==> src/rtl/switch_cfg_pkg.sv <==
// Shared definitions for the crosspoint switch configuration controller:
// table geometry, host op codes, controller states and the identity route map.
package switch_cfg_pkg;

    localparam int N_PORTS = 16;
    localparam int SEL_W   = 4;
    localparam int TBL_W   = N_PORTS * SEL_W;

    typedef enum logic [1:0] {
        OP_WRITE  = 2'b00,
        OP_COMMIT = 2'b01,
        OP_CLEAR  = 2'b10,
        OP_RSVD   = 2'b11
    } cfg_op_t;

    typedef enum logic [1:0] {
        IDLE        = 2'b00,
        CLEAR       = 2'b01,
        COMMIT_WAIT = 2'b10
    } cfg_state_t;

    // Entry k routes input k to output k.
    localparam logic [TBL_W-1:0] IDENTITY_TBL = 64'hFEDC_BA98_7654_3210;

endpackage

==> src/rtl/sel_table.sv <==
// 16-entry route table: single-entry write port, whole-table parallel load,
// identity contents after reset, flat output with entry k at bits [4k+3:4k].
module sel_table
    import switch_cfg_pkg::*;
(
    input  logic             clk,
    input  logic             rst_n,
    input  logic             we,
    input  logic [SEL_W-1:0] waddr,
    input  logic [SEL_W-1:0] wdata,
    input  logic             ld,
    input  logic [TBL_W-1:0] ld_data,
    output logic [TBL_W-1:0] tbl
);

    // A whole-table load takes precedence over a single-entry write.
    always_ff @(posedge clk or negedge rst_n) begin
        if (!rst_n) begin
            tbl <= IDENTITY_TBL;
        end else if (ld) begin
            tbl <= ld_data;
        end else if (we) begin
            tbl[waddr*SEL_W +: SEL_W] <= wdata;
        end
    end

endmodule

==> src/rtl/switch_cfg_ctrl.sv <==
// Crosspoint switch configuration controller: host edits a shadow route table,
// COMMIT copies it to the active table on a frame boundary. Optional readback
// ports are enabled by defining SWCFG_READBACK_EN.
module switch_cfg_ctrl
    import switch_cfg_pkg::*;
(
    input  logic             clk,
    input  logic             rst_n,
    input  logic             cfg_valid,
    output logic             cfg_ready,
    input  logic [1:0]       cfg_op,
    input  logic [SEL_W-1:0] cfg_out,
    input  logic [SEL_W-1:0] cfg_in,
    input  logic             frame_sync,
    output logic [TBL_W-1:0] sel_flat,
    output logic             commit_done,
    output logic             busy
`ifdef SWCFG_READBACK_EN
    ,
    input  logic [SEL_W-1:0] rd_idx,
    output logic [SEL_W-1:0] rd_shadow,
    output logic [SEL_W-1:0] rd_active
`endif
);

    cfg_state_t       state, state_nxt;
    logic [SEL_W-1:0] clr_cnt;
    logic             shadow_we;
    logic [SEL_W-1:0] shadow_waddr;
    logic [SEL_W-1:0] shadow_wdata;
    logic             active_ld;
    logic             accept;
    logic [TBL_W-1:0] shadow_flat;

    assign accept = cfg_valid && (state == IDLE);

    always_ff @(posedge clk or negedge rst_n) begin
        if (!rst_n) begin
            state       <= IDLE;
            clr_cnt     <= '0;
            commit_done <= 1'b0;
        end else begin
            state       <= state_nxt;
            commit_done <= active_ld;
            // Counter rests at 0 outside CLEAR and wraps back to 0 on the last entry.
            if (state == CLEAR) begin
                clr_cnt <= clr_cnt + 1'b1;
            end else begin
                clr_cnt <= '0;
            end
        end
    end

    always_comb begin
        state_nxt    = state;
        shadow_we    = 1'b0;
        shadow_waddr = cfg_out;
        shadow_wdata = cfg_in;
        active_ld    = 1'b0;
        case (state)
            IDLE: begin
                if (accept) begin
                    case (cfg_op_t'(cfg_op))
                        OP_WRITE:  shadow_we = 1'b1;
                        OP_COMMIT: begin
                            if (frame_sync) begin
                                active_ld = 1'b1;
                            end else begin
                                state_nxt = COMMIT_WAIT;
                            end
                        end
                        OP_CLEAR:  state_nxt = CLEAR;
                        default:   ;
                    endcase
                end
            end
            CLEAR: begin
                shadow_we    = 1'b1;
                shadow_waddr = clr_cnt;
                shadow_wdata = clr_cnt;
                if (clr_cnt == SEL_W'(N_PORTS - 1)) begin
                    state_nxt = IDLE;
                end
            end
            COMMIT_WAIT: begin
                if (frame_sync) begin
                    active_ld = 1'b1;
                    state_nxt = IDLE;
                end
            end
            default: state_nxt = IDLE;
        endcase
    end

    assign cfg_ready = (state == IDLE);
    assign busy      = (state != IDLE);

    sel_table u_shadow (
        .clk     (clk),
        .rst_n   (rst_n),
        .we      (shadow_we),
        .waddr   (shadow_waddr),
        .wdata   (shadow_wdata),
        .ld      (1'b0),
        .ld_data ({TBL_W{1'b0}}),
        .tbl     (shadow_flat)
    );

    // Active table only ever changes by a full copy, so the matrix never sees a partial map.
    sel_table u_active (
        .clk     (clk),
        .rst_n   (rst_n),
        .we      (1'b0),
        .waddr   ({SEL_W{1'b0}}),
        .wdata   ({SEL_W{1'b0}}),
        .ld      (active_ld),
        .ld_data (shadow_flat),
        .tbl     (sel_flat)
    );

`ifdef SWCFG_READBACK_EN
    assign rd_shadow = shadow_flat[rd_idx*SEL_W +: SEL_W];
    assign rd_active = sel_flat[rd_idx*SEL_W +: SEL_W];
`endif

endmodule

==> config.mk <==
export PLATFORM = sky130hd
export DESIGN_NAME = switch_cfg_ctrl
export DESIGN_NICKNAME = d
export VERILOG_FILES = /design/src/rtl/switch_cfg_pkg.sv /design/src/rtl/sel_table.sv /design/src/rtl/switch_cfg_ctrl.sv
export SDC_FILE = /design/constraint.sdc
export NUM_CORES = 1
export LEC_CHECK = 0
export CORE_ASPECT_RATIO = 0.9
export CORE_MARGIN = 5
export CORE_UTILIZATION = 40
export CTS_CLUSTER_DIAMETER = 100
export CTS_CLUSTER_SIZE = 16
export DETAILED_ROUTE_END_ITERATION = 8
export HOLD_SLACK_MARGIN = 0.03
export PLACE_DENSITY_LB_ADDON = 0.25
export SYNTH_ARGS = -nofsm -noshare
export SYNTH_HDL_FRONTEND = slang
export SYNTH_SLANG_ARGS = --single-unit
export TNS_END_PERCENT = 1
==> constraint.sdc <==
create_clock -name clk -period 9.5 [get_ports clk]
set_clock_uncertainty 0.2 [all_clocks]
set_input_delay 2.85 -clock clk [delete_from_list [all_inputs] [get_ports clk]]
set_output_delay 2.85 -clock clk [all_outputs]
set_load 0.1 [all_outputs]
==> impl_metrics.py, run 1 <==
metrics = {
    "status": {
        "status": "completed",
    },
    "routing": {
        "viasPerCell": 4.921,
        "drt_iter0_drc": 176,
        "drc": 0,
        "wl_mm": 12.24,
        "drt_first_pass_iters": 4,
        "postRouteAntennaNets": 0,
        "vias": 3366,
        "wl_per_cell_microns": 17.89,
    },
    "sta": {
        "finalHoldViolations": 0,
        "setup_viol": 0,
        "relSlewSlack": 0.3197,
        "period_minus_slack_ps": 5557,
        "fmax_mhz": 179.9,
        "hold_ws_ps": 300.3,
        "rsz0062_at_grt": "no",
        "drv_slew": 0,
        "final.period_utilization": 0.5850,
        "fin_tns_setup_ps": 0,
        "worst_slew_pin_slew_ps": 1020,
    },
    "synthesis": {
        "ys_warn_count": 0,
        "ys_seq_area_frac": 0.5921,
        "postSynthAreaPerCell_sq_um": 14.82,
        "syn_nets": 411,
        "synth-edff-count": 0,
        "synthArstFlopShare": 1.000,
        "synth_cells": 394,
        "synth_area_sq_um": 5841,
        "synth_cell_types": 45,
        "ys_ff_latch": 135,
        "ys.flop_type": "dfrtp_1",
    },
    "clocking": {
        "cts_setup_buffers": 0,
        "path_clk_slew_ps": 50,
        "hold_buffers": 0,
        "cts_max_level": 4,
        "cts_tree": "done",
        "numCtsBuffers": 17,
        "ctsResizeCount": 0,
        "insertion_delay_ps": 420,
        "cts.sinks": 135,
        "clockRootBuffer": "clkbuf_16",
        "cts_buffer_depth": 2,
    },
    "floorplan": {
        "fp-row-count": 41,
        "die_y_microns": 124.6,
        "dieWidth_microns": 137.4,
        "core_sq_um": 14160,
        "ios": 81,
        "die_area_sq_um": 17120,
        "initial_core_util": 0.4125,
    },
    "placement": {
        "io_buffers": 80,
        "dpl_cell_area_sq_um": 6824,
        "dp.final_hpwl_mm": 8.243,
        "gp_congestion": 0.8060,
    },
    "worst_setup_path": {
        "critical-path-max-stage-delay_ps": 520,
        "cp_slowest_cell": "clkdlybuf4s50_1",
        "endpoint_kind": "register",
        "path_class": "input port to register",
        "path_cells": "clkdlybuf4s50_1, and2_1, nor2_1, ha_1, and4bb_2, a21oi_1, o31ai_2, buf_4, a2111oi_4, mux2_2",
        "cp.required_ps": 9600,
        "crit_arrival_ps": 5650,
        "cp-start-kind": "input port",
        "critical_path.max_fanout": 6,
    },
    "layout": {
        "diodes": 0,
        "multiInputGateArea_sq_um": 2281,
        "final_area_sq_um": 7376,
        "area_delta_synth_final_pct": 26.29,
        "drive_above_1_share": 0.4949,
        "nets": 495,
        "fill_cells": 1225,
        "register_area_sq_um": 3458,
    },
    "global_routing": {
        "grt_start_max_net_pins": 83,
        "grt_pass1_vias": 3736,
        "grt-ovfl-total": 0,
        "grt_pass1_wl_mm": 20.22,
        "antenna_found_initial": 0,
        "grtUsageTotal": 0.1524,
    },
    "hold_path": {
        "hold_class": "register to register",
    },
    "flow_run": {
        "maxCapViolations": 0,
    },
}
cell type report:
class | count | area share
clock buffer | 22 | 0.06429
clock inverter | 10 | 0.01052
inverter | 4 | 0.002036
multi-input combinational | 236 | 0.3092
sequential | 135 | 0.4689
tap | 193 | 0.03274
timing repair buffer | 84 | 0.1123
state kept, by name, summed over array words and instances, names as in the netlist:
signal        cells
commit_done       1
clr_cnt           4
u_shadow.tbl     64
state             2
u_active.tbl     64
stage by stage:
stage            util  setup slack (ps)  cells
3_3_place_gp   0.4820              3540    652
6_report       0.5209              3943    684
2_1_floorplan       -              4243    394
3_5_place_dp   0.4820              3571    652
4_1_cts        0.5209              3998    684
5_1_grt        0.5209              3813    684
worst paths after layout:
check	start	end	slack, ps	depth (start not counted)
worst max-delay path	cfg_out[1]	u_shadow.tbl[10]$_DFFE_PN0P_	3940	10
worst min-delay path	u_shadow.tbl[23]$_DFFE_PN0P_	u_active.tbl[23]$_DFFE_PN0P_	300	1
worst max register to register	state[1]$_DFFE_PN0P_	u_shadow.tbl[10]$_DFFE_PN0P_	5570	10
worst min register to register	u_shadow.tbl[23]$_DFFE_PN0P_	u_active.tbl[23]$_DFFE_PN0P_	300	1
max in group asynchronous	rst_n	u_shadow.tbl[40]$_DFFE_PN0P_	5390	2
min in group asynchronous	rst_n	commit_done$_DFF_PN0_	2420	1
cells in the final DEF, fill, tap and decap left out, types with 3 or more instances in the layout:
master           Yosys  final
and2_1               3      3
nor2_1              17     17
mux2i_1              3      3
nand3_1              4      4
nor4_1              10     10
buf_4                1      5
and3b_1              3      3
a2111oi_4            5      5
mux2_2             125    125
nor2b_1              5      5
ha_1                 3      3
a2111o_1             4      4
clkdlybuf4s50_1      0     79
nand2b_1             6      6
inv_1                4      4
dfrtp_1             71     71
dfstp_2             64     64
clkinv_2             0      8
clkbuf_16            0     17
nor3_1              10     10
clkbuf_8             0      3
a21oi_1              7      7
routing by layer:
layer | wire length [microns] | track usage | share of wire
met1 | 6152 | 0.2205 | 0.50
met2 | 5391 | 0.2169 | 0.44
met3 | 553 | 0.04968 | 0.045
met4 | 142 | 0.04577 | 0.012
met5 | 0 | 0 | 0
synth_stat cells (5+ instances only):
cell type | count | area [sq um]
nor2b_1 | 5 | 31.28
buf_2 | 5 | 25.02
dfrtp_1 | 71 | 1777
nor3_1 | 10 | 50.05
nor4_1 | 10 | 62.56
a21oi_1 | 7 | 35.03
mux2_2 | 125 | 1408
a2111oi_4 | 5 | 137.6
clkbuf_1 | 11 | 41.29
nand2b_1 | 6 | 37.54
dfstp_2 | 64 | 1682
nor2_1 | 17 | 63.81
critical path, delay by kind of cell:
family                     cells  cell delay (ps)
AOI/OAI and AO/OA              3              900
adders and majority gates      1              230
buffers and inverters          2              750
muxes                          1              380
and+or+nand+nor                3              540
logic make-up (layout without fill, tap and decap cells):
kind of cell | Yosys count | in the layout | share of synthesized area
compound gates | 27 | 27 | 0.05313
xor+xnor | 2 | 2 | 0.003000
fa+ha+maj | 3 | 3 | 0.006427
buf+inv | 23 | 120 | 0.01778
flops | 135 | 135 | 0.5921
mux | 132 | 132 | 0.2562
simple gates | 72 | 72 | 0.07134
Power of run 1 is left out: the tool's default activity adds up to more than one toggle a clock period on the data nets, which glitch-free logic cannot reach.
==> inputs of run 2 (changes only) <==
==> constraint.sdc (replaced) <==
create_clock -name clk -period 4.69 [get_ports clk]
set_clock_uncertainty 0.2 [all_clocks]
set_input_delay 1.407 -clock clk [delete_from_list [all_inputs] [get_ports clk]]
set_output_delay 1.407 -clock clk [all_outputs]
set_load 0.1 [all_outputs]
==> run 2 against run 1 <==
  * Core utilization up 1.2 points
  * Die area unchanged
  * Hold slack lost 4.4 ps
  * Largest cell class unchanged
==> impl_metrics.py, run 2 (same netlist as run 1, synthesis figures left out) <==
metrics = {
    "status": {
        "status": "completed",
    },
    "global_routing": {
        "grt_start_max_net_pins": 66,
        "grtUsageTotal": 0.1501,
        "grt-ovfl-total": 0,
        "grt_pass1_vias": 3781,
        "grt_pass1_wl_mm": 20.13,
        "antenna_found_initial": 0,
    },
    "sta": {
        "fmax_mhz": 247.3,
        "rsz0062_at_grt": "no",
        "setup_slack_ps": 646.9,
        "worst_slew_pin_slew_ps": 985.2,
        "drv_slew": 0,
        "period_minus_slack_ps": 4043,
        "relSlewSlack": 0.3412,
        "finalHoldViolations": 0,
        "hold_ws_ps": 295.9,
        "fin_tns_setup_ps": 0,
        "final.period_utilization": 0.8621,
        "setup_viol": 0,
    },
    "hold_path": {
        "hold_class": "register to register",
        "min_from": "u_shadow.tbl[16]$_DFFE_PN0P_",
        "whs_endpoint": "u_active.tbl[16]$_DFFE_PN0P_",
        "hold_depth": 1,
    },
    "routing": {
        "top_layer": "met4",
        "wl_met2_mm": 5.385,
        "drt_first_pass_iters": 4,
        "vias": 3511,
        "drt_iter0_drc": 147,
        "drc": 0,
        "wirelength_met1_mm": 6.119,
        "wl_met3_microns": 580,
        "postRouteAntennaNets": 0,
        "wl_mm": 12.20,
        "viasPerCell": 5.066,
        "wl_per_cell_microns": 17.60,
    },
    "layout": {
        "reg_top3": "u_active.tbl (64), u_shadow.tbl (64), clr_cnt (4)",
        "final_cell_mix": "mux2_2 (125), clkdlybuf4s50_1 (78), dfrtp_1 (71)",
        "mostFrequentLayoutCell": "mux2_2",
        "drive_above_1_share": 0.5060,
        "area_delta_synth_final_pct": 29.20,
        "diodes": 0,
        "nets": 504,
    },
    "worst_setup_path": {
        "r2r_cells": 10,
        "cp-start-kind": "input port",
        "r2r-start": "state[1]$_DFFE_PN0P_",
        "ff2ff_setup_slack_ps": 1120,
        "critical_path.max_fanout": 6,
        "r2r-end": "u_shadow.tbl[27]$_DFFE_PN0P_",
        "crit_arrival_ps": 4140,
        "path_class": "input port to register",
        "cp.required_ps": 4780,
        "endpoint_kind": "register",
    },
    "floorplan": {
        "die_area_sq_um": 17120,
        "ios": 81,
        "dieWidth_microns": 137.4,
        "fp-row-count": 41,
        "core_sq_um": 14160,
        "die_y_microns": 124.6,
        "initial_core_util": 0.4125,
    },
    "clocking": {
        "cts.sinks": 135,
        "cts_buffer_depth": 2,
        "cts_max_level": 4,
        "numCtsBuffers": 17,
        "path_clk_slew_ps": 60,
        "hold_buffers": 0,
        "cts_tree": "done",
        "insertion_delay_ps": 410,
        "ctsResizeCount": 0,
        "clockRootBuffer": "clkbuf_16",
        "cts_setup_buffers": 0,
    },
    "placement": {
        "io_buffers": 80,
        "gp_congestion": 0.8200,
        "dp.final_hpwl_mm": 8.390,
        "dpl_worst_slack_ps": 263.6,
    },
    "flow_run": {
        "maxCapViolations": 0,
    },
}
==> run 2: metrics by stage <==
step,std cells,utilization,area (sq um)
2_1_floorplan,394,-,5841
3_3_place_gp,661,0.4892,6927
3_5_place_dp,661,0.4892,6927
4_1_cts,693,0.5330,7546
5_1_grt,693,0.5330,7546
6_report,693,0.5330,7546
==> run 2: worst max-delay path: stages <==
cell and delay [ps]:
clkdlybuf4s50_1 480, and2_1 220, nor2_1 60, ha_1 230, and4bb_2 250, a21oi_1 200
o31ai_2 220, buf_12 210, a2111oi_4 480, mux2_2 390
==> run 2: metal layers <==
layer | GRT usage | vias up
met5 | 0 | -
met4 | 0.03756 | 0
met3 | 0.04927 | 11
met2 | 0.2126 | 71
met1 | 0.2215 | 1815
li1 | - | 1614
==> run 2: how the worst max path moves through the flow <==
| stage | to | depth (start not counted) | from | slack (ps) |
|---|---|---|---|---|
| CTS | u_shadow.tbl[10]$_DFFE_PN0P_ | 10 | cfg_out[1] | 680 |
| floorplan | u_shadow.tbl[40]$_DFFE_PN0P_ | 8 | cfg_out[3] | 880 |
| global placement | u_shadow.tbl[31]$_DFFE_PN0P_ | 9 | cfg_out[1] | 300 |
| global route | u_shadow.tbl[34]$_DFFE_PN0P_ | 9 | cfg_out[1] | 520 |
| detailed placement | u_shadow.tbl[27]$_DFFE_PN0P_ | 10 | cfg_out[1] | 260 |
| finish | u_shadow.tbl[27]$_DFFE_PN0P_ | 10 | cfg_out[1] | 650 |
==> run 2: final cells by class <==
type / count / area (sq um)
fill: 1241 / 6613
sequential: 135 / 3458
multi-input combinational: 236 / 2281
timing repair buffer: 93 / 930.9
clock buffer: 24 / 501.7
tap: 193 / 241.5
clock inverter: 8 / 117.6
inverter: 4 / 15.01
Power of run 2 is left out for the same reason.
==> inputs of run 3 (changes only) <==
--- a/config.mk
+++ b/config.mk
@@ -5,10 +5,11 @@
 export SDC_FILE = /design/constraint.sdc
 export NUM_CORES = 1
 export LEC_CHECK = 0
+export CELL_PAD_IN_SITES_DETAIL_PLACEMENT = 1
+export CELL_PAD_IN_SITES_GLOBAL_PLACEMENT = 1
 export CORE_ASPECT_RATIO = 0.9
-export CORE_MARGIN = 5
 export CORE_UTILIZATION = 40
-export CTS_CLUSTER_DIAMETER = 100
+export CTS_CLUSTER_DIAMETER = 40
 export CTS_CLUSTER_SIZE = 16
 export DETAILED_ROUTE_END_ITERATION = 8
 export HOLD_SLACK_MARGIN = 0.03
==> run 3 against run 2 <==
  * Setup slack worse by 50 ps
  * Wire length rose by 4.0%
  * First-iteration DRC count down 14%
==> impl_metrics.py, run 3 (same netlist as run 1, synthesis figures left out) <==
metrics = {
    "global_routing": {
        "grt_start_max_net_pins": 136,
        "grt_pass1_wl_mm": 20.90,
        "antenna_found_initial": 0,
        "grt_pass1_vias": 3796,
        "grt-ovfl-total": 0,
        "grtUsageTotal": 0.1867,
    },
    "layout": {
        "drive_above_1_share": 0.4920,
        "reg_top3": "u_active.tbl (64), u_shadow.tbl (64), clr_cnt (4)",
        "fill_cells": 1399,
        "diodes": 0,
        "multiInputGateArea_sq_um": 2281,
        "mostFrequentLayoutCell": "mux2_2",
        "nets": 502,
        "final_util": 0.5279,
        "final_cell_mix": "mux2_2 (125), clkdlybuf4s50_1 (78), dfrtp_1 (71)",
        "area_delta_synth_final_pct": 27.98,
        "register_area_sq_um": 3458,
    },
    "hold_path": {
        "min_from": "u_active.tbl[46]$_DFFE_PN0P_",
        "hold_class": "register to register",
        "hold_depth": 1,
    },
    "floorplan": {
        "die_y_microns": 116.6,
        "core_sq_um": 14160,
        "fp-row-count": 41,
        "dieWidth_microns": 129.4,
        "ios": 81,
        "die_area_sq_um": 15090,
        "initial_core_util": 0.4125,
    },
    "routing": {
        "drt_first_pass_iters": 4,
        "wl_mm": 12.69,
        "drc": 0,
        "drt_iter0_drc": 127,
        "wl_per_cell_microns": 18.36,
        "vias": 3522,
        "viasPerCell": 5.097,
        "postRouteAntennaNets": 0,
    },
    "worst_setup_path": {
        "critical-path-top-delay-family": "compound AO/OA/AOI/OAI gates",
        "cp_slowest_cell": "a211oi_2",
        "critical-path-max-stage-delay_ps": 510,
        "cp.depth": 10,
        "cp.required_ps": 4770,
        "path_class": "input port to register",
        "critical_path.max_fanout": 11,
        "endpoint_kind": "register",
        "path_cells": "clkdlybuf4s50_1, and2_1, nor2_1, ha_1, and4bb_2, a21oi_1, o31ai_2, buf_4, a211oi_2, mux2_2",
        "r2r_cells": 11,
        "critPathBufInv": 2,
        "crit_start": "cfg_out[1]",
        "crit_arrival_ps": 4180,
        "r2r-start": "state[1]$_DFFE_PN0P_",
        "cp-start-kind": "input port",
    },
    "clocking": {
        "numCtsBuffers": 17,
        "cts_setup_buffers": 0,
        "cts.sinks": 135,
        "cts_max_level": 4,
        "clockRootBuffer": "clkbuf_16",
        "hold_buffers": 0,
        "insertion_delay_ps": 410,
        "cts_buffer_depth": 2,
        "cts_tree": "done",
        "path_clk_slew_ps": 50,
        "ctsResizeCount": 0,
    },
    "sta": {
        "setup_viol": 0,
        "fmax_mhz": 244.3,
        "period_minus_slack_ps": 4093,
        "drv_slew": 0,
        "worst_slew_pin_slew_ps": 986.0,
        "finalHoldViolations": 0,
        "final.period_utilization": 0.8728,
        "relSlewSlack": 0.3406,
        "rsz0062_at_grt": "no",
        "fin_tns_setup_ps": 0,
    },
    "flow_run": {
        "maxCapViolations": 0,
    },
    "placement": {
        "gp_congestion": 0.8470,
        "dp.final_hpwl_mm": 8.503,
        "io_buffers": 80,
    },
    "status": {
        "status": "completed",
    },
}
[run 3: final cells by class]
type,instances,area share
timing repair buffer,91,0.1209
tap,193,0.03231
clock inverter,3,0.008704
multi-input combinational,236,0.3052
inverter,4,0.002009
sequential,135,0.4627
clock buffer,29,0.06830
[run 3: through the flow]
stage	hold slack, ps	setup WS [ps]	instance area (sq um)	std cells
6_report	301.1	596.5	7475	691
5_1_grt	319.7	432.1	7475	691
4_1_cts	306.1	602.3	7475	691
3_5_place_dp	294.3	184.6	6899	659
3_3_place_gp	286.8	258.6	6899	659
2_1_floorplan	260.2	876.3	5841	394
[run 3: metal layers]
metal  track usage  up-vias  share of wire
met5             0        -              0
met4       0.07373        0          0.015
met3       0.04306       17          0.030
met2        0.2953       69           0.48
met1        0.2496     1837           0.47
li1              -     1599              -
[run 3: worst paths after layout]
path	endpoint	slack, ps
max	u_shadow.tbl[40]$_DFFE_PN0P_	600
min	u_active.tbl[46]$_DFFE_PN0P_	300
max reg2reg	u_shadow.tbl[40]$_DFFE_PN0P_	860
min reg2reg	u_active.tbl[46]$_DFFE_PN0P_	300
max in group asynchronous	u_active.tbl[53]$_DFFE_PN0P_	2830
min in group asynchronous	u_active.tbl[46]$_DFFE_PN0P_	890
[run 3: worst register-to-register path, stage by stage, from the launching register on]
cell	delay, ps
dfrtp_1	520
nand2b_1	420
buf_4	280
and2_1	210
nor2_1	70
ha_1	240
and4bb_2	260
a21oi_1	250
o31ai_2	110
buf_4	230
a211oi_2	520
mux2_2	400
Power of run 3 is left out for the same reason.
